## config.mk

```make
export PLATFORM = sky130hd
export DESIGN_NAME = axi4_lite_read_slave
export DESIGN_NICKNAME = d
export VERILOG_FILES = /design/src/rtl/axi4_lite_read_slave.sv
export SDC_FILE = /design/constraint.sdc
export NUM_CORES = 1
export LEC_CHECK = 0
export BUFFER_PORTS_ARGS = -buffer_cell sky130_fd_sc_hd__buf_2
export CORE_MARGIN = 1.5
export CORE_UTILIZATION = 46
export CTS_CLUSTER_DIAMETER = 100
export CTS_CLUSTER_SIZE = 28
export DETAILED_ROUTE_END_ITERATION = 6
export GPL_ROUTABILITY_DRIVEN = 0
export GPL_TIMING_DRIVEN = 0
export PLACE_DENSITY = 0.78
export SYNTH_ARGS = -nofsm -noshare
export SYNTH_HDL_FRONTEND = slang
export SYNTH_SLANG_ARGS = --single-unit
export TNS_END_PERCENT = 100
```

## constraint.sdc

```tcl
create_clock -name clk -period 2.4 [get_ports clk]
set_clock_uncertainty 0.15 [all_clocks]
set_input_delay 0.24 -clock clk [delete_from_list [all_inputs] [get_ports clk]]
set_output_delay 0.24 -clock clk [all_outputs]
set_load 0.01 [all_outputs]
```

## src/rtl/axi4_lite_read_slave.sv

```systemverilog
// AXI4-Lite read-only slave in front of a one-cycle-latency memory.
// Each read walks IDLE -> RD -> DATA -> RESP; out-of-range reads skip to RESP with SLVERR.
module axi4_lite_read_slave #(
    parameter int ADDR_WIDTH    = 32,
    parameter int DATA_WIDTH    = 32,
    parameter int MEM_ADDR_BITS = 12
) (
    input  logic                  clk,
    input  logic                  rst_n,
    input  logic [ADDR_WIDTH-1:0] S_AXI_ARADDR,
    input  logic                  S_AXI_ARVALID,
    output logic                  S_AXI_ARREADY,
    output logic [DATA_WIDTH-1:0] S_AXI_RDATA,
    output logic [1:0]            S_AXI_RRESP,
    output logic                  S_AXI_RVALID,
    input  logic                  S_AXI_RREADY,
    output logic                  mem_read,
    output logic [ADDR_WIDTH-1:0] addr,
    input  logic [DATA_WIDTH-1:0] read_data,
    output logic                  read_busy
);

    // Handshakes: a transfer happens on a rising edge where VALID and READY are both high.
    // ARREADY and RVALID come straight from registers, so neither depends on the other side.
    typedef enum logic [1:0] {IDLE, RD, DATA, RESP} state_t;

    localparam logic [1:0] RESP_OKAY   = 2'b00;
    localparam logic [1:0] RESP_SLVERR = 2'b10;

    state_t                state_q, state_d;
    logic [ADDR_WIDTH-1:0] araddr_q, araddr_d;
    logic [ADDR_WIDTH-1:0] addr_q, addr_d;
    logic [DATA_WIDTH-1:0] rdata_q, rdata_d;
    logic [1:0]            rresp_q, rresp_d;
    logic                  rvalid_q, rvalid_d;

    logic                  ar_in_range;
    logic [ADDR_WIDTH-1:0] word_addr;
    logic                  unused_latched_bits;

    assign ar_in_range = ~|S_AXI_ARADDR[ADDR_WIDTH-1:MEM_ADDR_BITS];
    assign word_addr   = {{(ADDR_WIDTH-MEM_ADDR_BITS){1'b0}},
                          araddr_q[MEM_ADDR_BITS-1:2], 2'b00};
    // Byte-lane bits and the range bits of the latched address never reach the memory.
    assign unused_latched_bits = ^{araddr_q[ADDR_WIDTH-1:MEM_ADDR_BITS], araddr_q[1:0]};

    always_ff @(posedge clk or negedge rst_n) begin
        if (!rst_n) begin
            state_q  <= IDLE;
            araddr_q <= '0;
            addr_q   <= '0;
            rdata_q  <= '0;
            rresp_q  <= RESP_OKAY;
            rvalid_q <= 1'b0;
        end else begin
            state_q  <= state_d;
            araddr_q <= araddr_d;
            addr_q   <= addr_d;
            rdata_q  <= rdata_d;
            rresp_q  <= rresp_d;
            rvalid_q <= rvalid_d;
        end
    end

    always_comb begin
        state_d  = state_q;
        araddr_d = araddr_q;
        addr_d   = addr_q;
        rdata_d  = rdata_q;
        rresp_d  = rresp_q;
        rvalid_d = rvalid_q;
        case (state_q)
            IDLE: begin
                if (S_AXI_ARVALID) begin
                    araddr_d = S_AXI_ARADDR;
                    if (ar_in_range) begin
                        state_d = RD;
                    end else begin
                        state_d  = RESP;
                        rdata_d  = '0;
                        rresp_d  = RESP_SLVERR;
                        rvalid_d = 1'b1;
                    end
                end
            end
            RD: begin
                addr_d  = word_addr;
                state_d = DATA;
            end
            DATA: begin
                rdata_d  = read_data;
                rresp_d  = RESP_OKAY;
                rvalid_d = 1'b1;
                state_d  = RESP;
            end
            RESP: begin
                if (S_AXI_RREADY) begin
                    rvalid_d = 1'b0;
                    state_d  = IDLE;
                end
            end
            default: state_d = IDLE;
        endcase
    end

    assign S_AXI_ARREADY = (state_q == IDLE);
    assign S_AXI_RDATA   = rdata_q;
    assign S_AXI_RRESP   = rresp_q;
    assign S_AXI_RVALID  = rvalid_q;
    assign mem_read      = (state_q == RD);
    // The word address is live during RD and frozen in addr_q afterwards.
    assign addr          = (state_q == RD) ? word_addr : addr_q;
    assign read_busy     = (state_q != IDLE);

endmodule
```

==> impl_metrics.csv <==
group,metric,value,unit
route,vias,2341,
sta,setup-tns-final,0,ps
final_layout,area_growth,48.5,%
synthesis,synthesis.nets,275,
setup_path,critPathMaxFanout,10,
power,p_total,5.67,mW
route,drc_errors,0,
setup_path,critPathLaunchType,"register",
sta,layout_min_cycle_time,2270,ps
place,io_buffer_count,134,
sta,hold_viol,0,
clock_network,clkTransAtPathRegs,80,ps
power,power.leakage,2.32,nW
die,die_h,84.1,um
clock_network,cts_tree,"built",
setup_path,r2r_slack,190,ps
route,wl_per_cell,15.5,um
setup_path,slowest_stage,"dfrtp_1",
route,totalWireLength,7350,um
setup_path,reg2reg_to,"araddr_q[7]",
grt,track_usage,21.7,%
power,power_frac_clock,19.0,%
setup_path,cp_data_required_time,2010,ps
die,die-area,7070,sq um
clock_network,post_cts_buffers,0,
route,vias_per_cell,4.95,
clock_network,cts.sinks,78,
sta,finalSetupViolCount,0,
final_layout,utilization,70.7,%
clock_network,ctsHtreeMaxLevel,3,
clock_network,clock_latency,330,ps
grt,grt_pass1_vias,2501,
final_layout,nFillCells,421,
die,rows,29,
status,status,"finished clean",
die,initial_core_util,47.6,%
job,max_cap_viol_count,0,
sta,slew_headroom,60.1,%
synthesis,yosysUniqueCellTypes,32,
setup_path,critPathCaptureType,"output pin",
sta,rsz0062_at_grt,"no",
setup_path,reg2reg_from,"state_q[0]",
setup_path,worstPathArrival,1880,ps
route,route.antenna.remaining_nets,0,
synthesis,yosysSeqAreaShare,64.5,%
setup_path,r2r_cells,5,
place,dpl.hpwl,4400,um
grt,grt_pass1_wl,12000,um
synthesis,synthCells,202,
route,drt_first_pass_iters,4,
grt,grt_antenna_before_repair,0,
clock_network,cts_buffer_depth,2,
min_path,hold_path.class,"primary input to async pin",
die,core,6350,sq um
sta,drv_slew,0,
sta,worstMarginPinSlew,598,ps
clock_network,cts_inserted_buffers,9,
die,die_w,84.1,um
power,p_int,3.69,mW
power,power_frac_comb,44.5,%
synthesis,syn_avg_cell_area,15.0,sq um
final_layout,stdcell_count,473,
power,swShare,34.8,%
power,seqPwrFrac,36.5,%
final_layout,fin_nets,464,
sta,max_freq,440,MHz
grt,grt-ovfl-total,0,
final_layout,antenna_cells,0,
setup_path,cp_cell_sequence,"inv_1 -> ha_4 -> clkbuf_4 -> mux2_2 -> buf_2",
synthesis,yosysWarningCount,0,
final_layout,drive_above_1_share,48.2,%
setup_path,crit_type,"register to output pin",
place,dpl.cell_count,414,
synthesis,syn-cell-area,3030,sq um
setup_path,slowest_delay,420,ps
synthesis,ys_ff_latch,78,
sta,period_share,94.7,%
power,net-switching-power,1.98,mW
power,pwr_density_cell,1260,nW/um^2
route,drtIter0Drc,63,
clock_network,root_buffer,"clkbuf_8",
die,io_pins,138,
power,ir_drop,0.000943,V
grt,grt_max_degree,77,
==> flip-flops by register name, indices dropped and copies added, names as in the netlist <==
signal	flops
S_AXI_RDATA	32
addr_q	32
araddr_q	10
state_q	2
S_AXI_RRESP	1
S_AXI_RVALID	1
==> layout make-up <==
class	count	area [sq um]	area share (%)
flip-flops and latches	78	1950	43.5
clock buffers	10	138	3.06
repair buffers	178	1130	25.2
well taps	77	96.3	2.14
clock inverters	6	85.1	1.89
inverters	4	15.0	0.334
multi-input cells	109	970	21.6
plain buffers	11	105	2.34
==> routing by layer <==
layer | global-route usage [%] | share of wire (%) | wire [um]
met1 | 27.7 | 43 | 3160
met4 | 10.1 | 2.3 | 171
met2 | 35.0 | 48 | 3560
met5 | 0 | 0 | 0
met3 | 5.64 | 6.3 | 465
==> power by group through the flow <==
stage | clock network (mW) | logic, mW | registers, mW
floorplan | 0 | 1.48 | 2.16
global placement | 0 | 2.34 | 2.04
detailed placement | 0 | 2.41 | 2.05
CTS | 1.09 | 2.49 | 2.04
global route | 1.15 | 2.73 | 2.12
finish | 1.08 | 2.52 | 2.07
==> placed cells by master (no fill, tap or decap), types with 2 or more instances in the layout <==
| master | count |
|---|---|
| o21ai_0 | 2 |
| dlygate4sd3_1 | 43 |
| nor4_1 | 3 |
| o21bai_4 | 2 |
| inv_1 | 4 |
| buf_6 | 3 |
| or4_4 | 2 |
| clkbuf_1 | 2 |
| buf_4 | 2 |
| buf_2 | 133 |
| ha_1 | 4 |
| a22o_2 | 2 |
| clkinvlp_4 | 2 |
| mux2_2 | 20 |
| clkbuf_8 | 10 |
| nor2_1 | 2 |
| a311oi_1 | 3 |
| bufinv_16 | 2 |
| dfrtp_1 | 78 |
| clkinv_2 | 2 |
| a22o_1 | 30 |
| buf_8 | 3 |
| nand2_1 | 3 |
| nor2b_1 | 22 |
==> through the flow <==
step / worst slack [ps] / instance area (sq um) / hold WS [ps]
2_1_floorplan: 469 / 3030 / -206
3_3_place_gp: 125 / 3790 / 306
3_5_place_dp: 103 / 3820 / -106
4_1_cts: 40.8 / 4480 / 65.6
5_1_grt: 23.8 / 4490 / 81.6
6_report: 128 / 4490 / 92.2
==> critical path: cells and delay by family (launching register included) <==
family | cells | cell delay (ps)
adder cells (fa/ha/maj) | 1 | 210
buffers and inverters | 3 | 550
flip-flops | 1 | 420
multiplexers | 1 | 380
==> cell families (layout without fill, tap and decap cells) <==
kind of cell | Yosys count | in the layout | synth area share (%)
AOI/OAI and AO/OA | 45 | 45 | 14.1
adders and majority gates | 5 | 5 | 2.07
buffers and inverters | 15 | 209 | 3.85
DFF | 78 | 78 | 64.5
muxes | 21 | 21 | 7.82
other | 1 | 1 | 0.124
and+or+nand+nor | 37 | 37 | 7.53
==> cell usage after synthesis <==
cell,instances,area share [%]
buf_4,1,0.25
mux2_2,20,7.4
nor2_1,2,0.25
clkbuf_1,3,0.37
nor3_1,1,0.17
o211ai_4,1,0.70
o21ai_0,2,0.33
nor4_1,3,0.62
a21oi_1,1,0.17
conb_1,1,0.12
buf_6,3,1.1
nor2b_1,22,4.5
nand2b_1,1,0.21
buf_8,3,1.5
inv_1,4,0.50
a21o_1,1,0.25
nand2_1,3,0.37
or4_4,2,0.74
ha_1,5,2.1
a311oi_1,3,0.87
o21bai_4,2,1.2
nor2_2,1,0.21
and3_2,1,0.25
dfrtp_1,78,65
a22o_1,30,8.7
mux2_1,1,0.37
a22o_2,2,0.66
buf_1,1,0.12
o211a_4,1,0.58
a21bo_2,1,0.33
a41oi_1,1,0.29
nand3_1,1,0.17
==> repair_timing <==
action                                 in CTS  in global routing
hold buffers                               43                  0
gates resized for setup                     3                  1
cloned                                      0                  0
endpoints found under the hold margin     120                  0
setup endpoints to repair                  10                 10
==> worst max path at each step <==
| stage | from | to | slack, ps | cells past startpoint |
|---|---|---|---|---|
| 6_report | state_q[1] | addr[9] | 130 | 5 |
| 2_1_floorplan | state_q[1] | addr[10] | 470 | 4 |
| 3_3_place_gp | state_q[1] | addr[8] | 130 | 5 |
| 5_1_grt | state_q[0] | araddr_q[7] | 20 | 5 |
| 3_5_place_dp | state_q[1] | addr[10] | 100 | 5 |
| 4_1_cts | state_q[1] | addr[9] | 40 | 5 |
No activity file was read; power rests on OpenSTA's default activity.
